## config.mk

```make
export PLATFORM = sky130hd
export DESIGN_NAME = alu_arbiter_flat
export DESIGN_NICKNAME = d
export VERILOG_FILES = /design/src/rtl/alu_arbiter_if.sv /design/src/rtl/alu_arbiter.sv /design/src/flat_wrapper.sv
export SDC_FILE = /design/constraint.sdc
export NUM_CORES = 1
export LEC_CHECK = 0
export CAP_MARGIN = 10
export CORE_AREA = 2 2 70 72
export DETAILED_ROUTE_END_ITERATION = 8
export DIE_AREA = 0 0 72 74
export PLACE_DENSITY = 0.74
export SYNTH_ARGS = -nofsm -noshare
export SYNTH_HDL_FRONTEND = slang
export SYNTH_SLANG_ARGS = --single-unit
```

## constraint.sdc

```tcl
create_clock -name clk -period 1.2 [get_ports clk]
set_clock_uncertainty 0.15 [all_clocks]
set_input_delay 0.24 -clock clk [delete_from_list [all_inputs] [get_ports clk]]
set_output_delay 0.24 -clock clk [all_outputs]
set_load 0.01 [all_outputs]
```

## src/rtl/alu_arbiter_if.sv

```systemverilog
// One requester channel: operation request plus its result handshake.
// Carries no state and adds no latency.
// Backpressure: req_ready and rsp_ready stall their own handshakes.
interface alu_arbiter_if #(
   parameter int WIDTH = 8,
   parameter int SEL_W = 3
);
   logic             req_valid;
   logic             req_ready;
   logic [WIDTH-1:0] req_a;
   logic [WIDTH-1:0] req_b;
   logic [SEL_W-1:0] req_sel;
   logic             rsp_valid;
   logic             rsp_ready;

   // Requester side: issues operations and takes back results.
   modport master (
      output req_valid, req_a, req_b, req_sel, rsp_ready,
      input  req_ready, rsp_valid
   );

   // Arbiter side: accepts operations and presents results.
   modport slave (
      input  req_valid, req_a, req_b, req_sel, rsp_ready,
      output req_ready, rsp_valid
   );
endinterface

```

## src/rtl/alu_arbiter.sv

```systemverilog
// Round-robin sharing of one external combinational ALU between two requesters.
// Latency: operands registered on accept, result captured one cycle later.
// Backpressure: RESP holds (data stable, readies low) until the owner takes it.
module alu_arbiter #(
   parameter int WIDTH = 8,
   parameter int SEL_W = 3
) (
   input  logic             clk,
   input  logic             rst_n,
   alu_arbiter_if.slave     req0,
   alu_arbiter_if.slave     req1,
   output logic [WIDTH:0]   rsp_data,
   output logic [WIDTH-1:0] alu_a,
   output logic [WIDTH-1:0] alu_b,
   output logic [SEL_W-1:0] alu_sel,
   input  logic [WIDTH:0]   alu_out,
   output logic             busy
);

   typedef enum logic [1:0] {IDLE, EXEC, RESP} state_t;

   state_t           state_q, state_d;
   logic             prio_q, prio_d;
   logic             owner_q, owner_d;
   logic [WIDTH-1:0] alu_a_q, alu_b_q;
   logic [SEL_W-1:0] alu_sel_q;
   logic [WIDTH:0]   rsp_data_q;

   logic             gnt_vld;
   logic             gnt_id;
   logic             accept;
   logic             rsp_hs;

   // Grant selection: favoured requester wins a tie, otherwise the lone one.
   always_comb begin
      gnt_vld = req0.req_valid | req1.req_valid;
      gnt_id  = (req0.req_valid & req1.req_valid) ? prio_q : req1.req_valid;
      accept  = (state_q == IDLE) & gnt_vld;
      rsp_hs  = (state_q == RESP) & (owner_q ? req1.rsp_ready : req0.rsp_ready);
   end

   // State, priority and ownership registers.
   always_ff @(posedge clk or negedge rst_n) begin
      if (!rst_n) begin
         state_q <= IDLE;
         prio_q  <= 1'b0;
         owner_q <= 1'b0;
      end else begin
         state_q <= state_d;
         prio_q  <= prio_d;
         owner_q <= owner_d;
      end
   end

   // Next-state logic; priority flips away from the requester just served.
   always_comb begin
      state_d = state_q;
      prio_d  = prio_q;
      owner_d = owner_q;
      case (state_q)
         IDLE: begin
            if (gnt_vld) begin
               state_d = EXEC;
               owner_d = gnt_id;
            end
         end
         EXEC: state_d = RESP;
         RESP: begin
            if (rsp_hs) begin
               state_d = IDLE;
               prio_d  = ~owner_q;
            end
         end
         default: state_d = IDLE;
      endcase
   end

   // Handshake outputs; readies only in IDLE, so at most one is ever high.
   always_comb begin
      req0.req_ready = accept & ~gnt_id;
      req1.req_ready = accept &  gnt_id;
      req0.rsp_valid = (state_q == RESP) & ~owner_q;
      req1.rsp_valid = (state_q == RESP) &  owner_q;
      busy           = (state_q != IDLE);
   end

   // Datapath: operands latched only on accept, result only leaving EXEC.
   always_ff @(posedge clk or negedge rst_n) begin
      if (!rst_n) begin
         alu_a_q    <= '0;
         alu_b_q    <= '0;
         alu_sel_q  <= '0;
         rsp_data_q <= '0;
      end else begin
         if (accept) begin
            alu_a_q   <= gnt_id ? req1.req_a   : req0.req_a;
            alu_b_q   <= gnt_id ? req1.req_b   : req0.req_b;
            alu_sel_q <= gnt_id ? req1.req_sel : req0.req_sel;
         end
         if (state_q == EXEC) begin
            rsp_data_q <= alu_out;
         end
      end
   end

   assign alu_a    = alu_a_q;
   assign alu_b    = alu_b_q;
   assign alu_sel  = alu_sel_q;
   assign rsp_data = rsp_data_q;

endmodule

```

## src/flat_wrapper.sv

```systemverilog
// flat-port wrapper written by rule: the top's interface ports become plain ports
module alu_arbiter_flat 
#(
   parameter int WIDTH = 8,
   parameter int SEL_W = 3
)
  (clk, rst_n, rsp_data, alu_a, alu_b, alu_sel, alu_out, busy, req0_req_valid, req0_req_a, req0_req_b, req0_req_sel, req0_rsp_ready, req0_req_ready, req0_rsp_valid, req1_req_valid, req1_req_a, req1_req_b, req1_req_sel, req1_rsp_ready, req1_req_ready, req1_rsp_valid);
  alu_arbiter_if #(.WIDTH(WIDTH), .SEL_W(SEL_W)) req0_i ();
  alu_arbiter_if #(.WIDTH(WIDTH), .SEL_W(SEL_W)) req1_i ();
  input  logic clk;
  input  logic rst_n;
  output logic [WIDTH:0] rsp_data;
  output logic [WIDTH-1:0] alu_a;
  output logic [WIDTH-1:0] alu_b;
  output logic [SEL_W-1:0] alu_sel;
  input  logic [WIDTH:0] alu_out;
  output logic busy;
  input wire logic [$bits(req0_i.req_valid)-1:0] req0_req_valid;
  input wire logic [$bits(req0_i.req_a)-1:0] req0_req_a;
  input wire logic [$bits(req0_i.req_b)-1:0] req0_req_b;
  input wire logic [$bits(req0_i.req_sel)-1:0] req0_req_sel;
  input wire logic [$bits(req0_i.rsp_ready)-1:0] req0_rsp_ready;
  output wire logic [$bits(req0_i.req_ready)-1:0] req0_req_ready;
  output wire logic [$bits(req0_i.rsp_valid)-1:0] req0_rsp_valid;
  input wire logic [$bits(req1_i.req_valid)-1:0] req1_req_valid;
  input wire logic [$bits(req1_i.req_a)-1:0] req1_req_a;
  input wire logic [$bits(req1_i.req_b)-1:0] req1_req_b;
  input wire logic [$bits(req1_i.req_sel)-1:0] req1_req_sel;
  input wire logic [$bits(req1_i.rsp_ready)-1:0] req1_rsp_ready;
  output wire logic [$bits(req1_i.req_ready)-1:0] req1_req_ready;
  output wire logic [$bits(req1_i.rsp_valid)-1:0] req1_rsp_valid;
  assign req0_i.req_valid = req0_req_valid;
  assign req0_i.req_a = req0_req_a;
  assign req0_i.req_b = req0_req_b;
  assign req0_i.req_sel = req0_req_sel;
  assign req0_i.rsp_ready = req0_rsp_ready;
  assign req0_req_ready = req0_i.req_ready;
  assign req0_rsp_valid = req0_i.rsp_valid;
  assign req1_i.req_valid = req1_req_valid;
  assign req1_i.req_a = req1_req_a;
  assign req1_i.req_b = req1_req_b;
  assign req1_i.req_sel = req1_req_sel;
  assign req1_i.rsp_ready = req1_rsp_ready;
  assign req1_req_ready = req1_i.req_ready;
  assign req1_rsp_valid = req1_i.rsp_valid;
  alu_arbiter #(.WIDTH(WIDTH), .SEL_W(SEL_W)) u_core (.clk(clk), .rst_n(rst_n), .req0(req0_i), .req1(req1_i), .rsp_data(rsp_data), .alu_a(alu_a), .alu_b(alu_b), .alu_sel(alu_sel), .alu_out(alu_out), .busy(busy));
endmodule
```

# --- After elaboration in Yosys (flattened, before gate mapping) ---
# Index checks and enable logic that the tools add are counted.
word_totals:
  output_inout_bits: 33
  rom_bits: 0
  in_bits: 53
  ram_bits: 0
  reg_bits: 32
  latchBits: 0
  memories: 0
classes:
  add_sub_neg: 0
  n_eq_ne: 4
  n_reduce_logical: 5
  n_shift: 0
  multipliers: 0
  mux: 8
  n_lt_le_gt_ge: 0
  div: 0
  bitwise_logic: 10
op_table:
  columns: ["cell", "n"]
  rows:
  - ["$mux W8", 2]
  - ["$and A1 B1 Y1", 7]
  - ["$pmux W2 S3", 1]
  - ["$reduce_and A2 Y1", 3]
  - ["$mux W2", 2]
  - ["$ne A2 B1 Y1 const B", 2]
  - ["$mux W3", 1]
  - ["$eq A2 B1 Y1 const B", 1]
  - ["$eq A2 B2 Y1 const B", 1]
  - ["$logic_not A2 Y1", 1]
  - ["$mux W1", 2]
  - ["$not A1 Y1", 2]
  - ["$reduce_bool A2 Y1", 1]
  - ["$or A1 B1 Y1", 1]

# --- Longest topological paths before layout ---
logic_depth:
  depth_word: 4
  ltp_mapped: 5
  depth_no_buf: 4

# --- Least setup slack after synthesis ---
# No wires, ideal clock.
synth_timing:
  kind: "register -> output"
  startpoint: "reg u_core.prio_q"
  endpoint: "out req0_req_ready"
  path_stages_with_launch: 4
  arrival_ns: 0.926
  path_buffers: 1
  slack_ns: -0.116
  cell_sequence: "dfrtp_1 > nand2b_1 > buf_2 > a21oi_1"
synth_between:
  elab_chain_cells: 3
synth_lines:
  columns: ["element", "line_no", "text"]
  rows:
  - ["from (decl)", "alu_arbiter.sv:23", "logic prio_q, prio_d;"]
  - ["from (signal assigned)", "alu_arbiter.sv:50", "prio_q <= prio_d;"]
  - ["$mux W1", "alu_arbiter.sv:37", "gnt_id = (req0.req_valid & req1.req_valid) ? prio_q : req1.req_valid;"]
  - ["$not A1 Y1", "alu_arbiter.sv:80", "req0.req_ready = accept & ~gnt_id;"]
  - ["$and A1 B1 Y1", "alu_arbiter.sv:80", null]
  - ["to (decl)", "flat_wrapper.sv:23", "output wire logic [$bits(req0_i.req_ready)-1:0] req0_req_ready;"]
# No other way between the ends.

# --- Final worst setup path ---
layout_timing:
  startpoint: "reg u_core.state_q[1]"
  endpoint: "out req1_rsp_valid"
layout_between:
  elab_chain_cells: 2
layout_lines:
  columns: ["element", "line_no", "text"]
  rows:
  - ["from (decl)", "alu_arbiter.sv:22", "state_t state_q, state_d;"]
  - ["from (signal assigned)", "alu_arbiter.sv:49", "state_q <= state_d;"]
  - ["$eq A2 B2 Y1", "alu_arbiter.sv:83", "req1.rsp_valid = (state_q == RESP) & owner_q;"]
  - ["$and A1 B1 Y1", "alu_arbiter.sv:83", null]
  - ["to (decl)", "flat_wrapper.sv:31", "output wire logic [$bits(req1_i.rsp_valid)-1:0] req1_rsp_valid;"]
# No other way between the ends.

==> results <==
timing repair:
item                                   4_1_cts  5_1_grt
endpoints found under the hold margin       32        0
gates cloned                                 5        0
hold buffers                                 1        0
setup endpoints to repair                   63       64
setup buffers                               12       12
pin swaps                                    6        2
resized for setup                          177       19
synthesized netlist by cell type:
cell / number
dfrtp_1: 32
o21ai_1: 1
clkbuf_2: 1
inv_1: 4
mux2_2: 9
nor2_1: 3
and3_1: 2
a21o_1: 1
or2_1: 1
a21oi_1: 21
nand2_1: 1
nand2b_1: 3
clkbuf_1: 2
nor2b_1: 1
nand3_1: 19
buf_4: 1
buf_2: 6
o21ai_0: 21
buf_6: 4
a31oi_1: 20
inv_2: 1
state kept, by name, indices dropped and copies added, names as in the netlist:
signal	flops
u_core.rsp_data	9
u_core.alu_a	8
u_core.alu_b	8
u_core.alu_sel	3
u_core.state_q	2
u_core.owner_q	1
u_core.prio_q	1
power by group:
| group | switching [mW] | internal (mW) | leakage [nW] | total [mW] |
|---|---|---|---|---|
| Clock | 0.406 | 0.457 | 0.0510 | 0.863 |
| Sequential | 0.322 | 1.63 | 0.364 | 1.95 |
| Combinational | 1.87 | 2.50 | 0.876 | 4.37 |
placed cells by master, fill, tap and decap left out, types with 3 or more instances in the layout:
cell type	n
nand2b_4	3
clkbuf_8	6
clkdlybuf4s50_1	49
a31oi_1	19
buf_6	20
buf_4	28
buf_2	24
a21oi_1	20
mux2_2	9
dfrtp_1	32
nand3_1	19
o21ai_0	18
buf_12	4
critical path, cell delays in order, from the launching register on:
cell,delay [ps]
dfrtp_1,410
buf_4,150
buf_6,120
and3_4,160
buf_6,110
cell type report:
type | instances | share of cell area [%]
Timing Repair Buffer | 130 | 41.5
Clock buffer | 6 | 2.82
Timing Repair inverter | 2 | 0.941
Clock inverter | 2 | 0.342
Sequential cell | 32 | 27.4
Multi-Input combinational cell | 103 | 23.7
Tap cell | 54 | 2.31
Inverter | 5 | 1.03
path summary, 6_finish.rpt:
check | from | to | slack, ps | cells past startpoint
setup / recovery | u_core.state_q[1] | req1_rsp_valid | -440 | 4
hold / removal | rst_n | u_core.alu_a[6] | 280 | 3
setup reg to reg | u_core.state_q[1] | u_core.rsp_data[8] | -310 | 5
hold reg to reg | u_core.rsp_data[5] | u_core.rsp_data[5] | 350 | 1
max in group asynchronous | rst_n | u_core.alu_a[4] | 450 | 3
min in group clk | u_core.rsp_data[5] | u_core.rsp_data[5] | 350 | 1
metrics by stage:
step	hold slack [ps]	setup TNS (ps)	std cells	worst slack [ps]	area, sq um
final	281	-9990	334	-439	2930
after detailed placement	61.1	-22320	299	-836	2530
after floorplan	-206	-216	154	-21.9	1550
after global routing	310	-13350	334	-522	2930
after CTS	295	-8000	324	-425	2790
after global placement	58.3	-21820	299	-837	2530
routing by layer:
metal	GRT usage (%)	share of wire [%]	up-vias
met3	4.47	6.8	9
met5	0	0	-
met4	7.97	1.9	0
met2	37.0	53	73
li1	-	-	814
met1	25.0	38	829
kinds of logic (layout without fill, tap and decap cells):
group / after synthesis / after routing / share of synthesized area [%]
AOI/OAI and AO/OA: 64 / 64 / 22.9
DFF: 32 / 32 / 52.8
and+or+nand+nor: 30 / 30 / 10.1
buffers and inverters: 19 / 145 / 7.50
muxes: 9 / 9 / 6.68
==> impl_metrics.yaml <==
run_status:
  outcome: "finished with violations"
  violations: "negative setup slack"
timing:
  hold_viol_final: 0
  clock.fmax_mhz: 610
  tightest_slew_ps: 220
  period_minus_slack_ps: 1640
  max_slew_margin_pct: 85.3
  finalSetupViolCount: 43
  finalCritPeriodShare_pct: 137
  rsz0062_at_grt: "true"
  setup_ws_ps: -439
  slew_viol_final: 0
logic_synthesis:
  synth_top_area_cell: "dfrtp_1"
  synth_fp_nets: 207
  syn_area_sq_um: 1520
  yosysWarnings: 0
  synth.top_cell.area_share_pct: 52.8
  synth_seq_cells: 32
  synthCells: 154
  syn_avg_cell_area_sq_um: 9.86
  ys_seq_area_share_pct: 52.8
  post_synth_main_area_contributors: "dfrtp_1 53%, a31oi_1 8.2%, a21oi_1 6.9%"
  synth_cell_type_count: 21
global_route:
  antenna_found_initial: 0
  grt_use_total_pct: 20.9
  grt_pass1_vias: 1664
  grt_overflow: 0
  grt_pass1_wl_microns: 8330
  grt_max_degree: 33
finish:
  multi_input_area_sq_um: 694
  drive_above_1_share_pct: 40.7
  fillCellCount: 394
  diodes: 0
  final-seq-area_sq_um: 801
  nets: 332
  utilization_pct: 63.6
  areaGrowthSynthToFinish_pct: 92.8
routing:
  wl_microns: 5400
  wl_per_cell_microns: 16.2
  drc: 0
  initialDrtViolationCount: 101
  antenna_left: 0
  dr.pass1.iters: 4
  routed_via_density: 5.16
  vias: 1725
clock_network:
  cts_buffers: 5
  cts_root_buf: "clkbuf_8"
  cts.clk_slew.worst_paths_ps: 60
  htree_levels: 2
  cts_max_path_buffers: 2
  cts_sinks: 32
  insertion_delay_ps: 280
  tritoncts: "built"
floorplan:
  die_h_microns: 74
  die_w_microns: 72
  start_util_pct: 33.0
  die-area_sq_um: 5330
  core_sq_um: 4600
  ios: 86
  num_rows: 25
power_and_ir_drop:
  vdd.ir_drop.worst_mv: 1.22
  total_power_mw: 7.19
  static-leakage-power_nw: 1.29
  power_per_cell_area_nw_per_um2: 2460
flow_run:
  drv_cap: 0
placement:
  hpwl_microns: 3220
  port_buffers: 85
  gp_congestion: 0.810
setup_path:
  cp_max_fo: 4
  required_ps: 810
  crit_type: "flop to primary output"
  start_kind: "flop"
  crit_arrival_ps: 1250
  cp-end-kind: "primary output"
hold_path:
  hold_path.class: "input port to asynchronous set/reset pin"
Power figures use the tool's default switching activity.
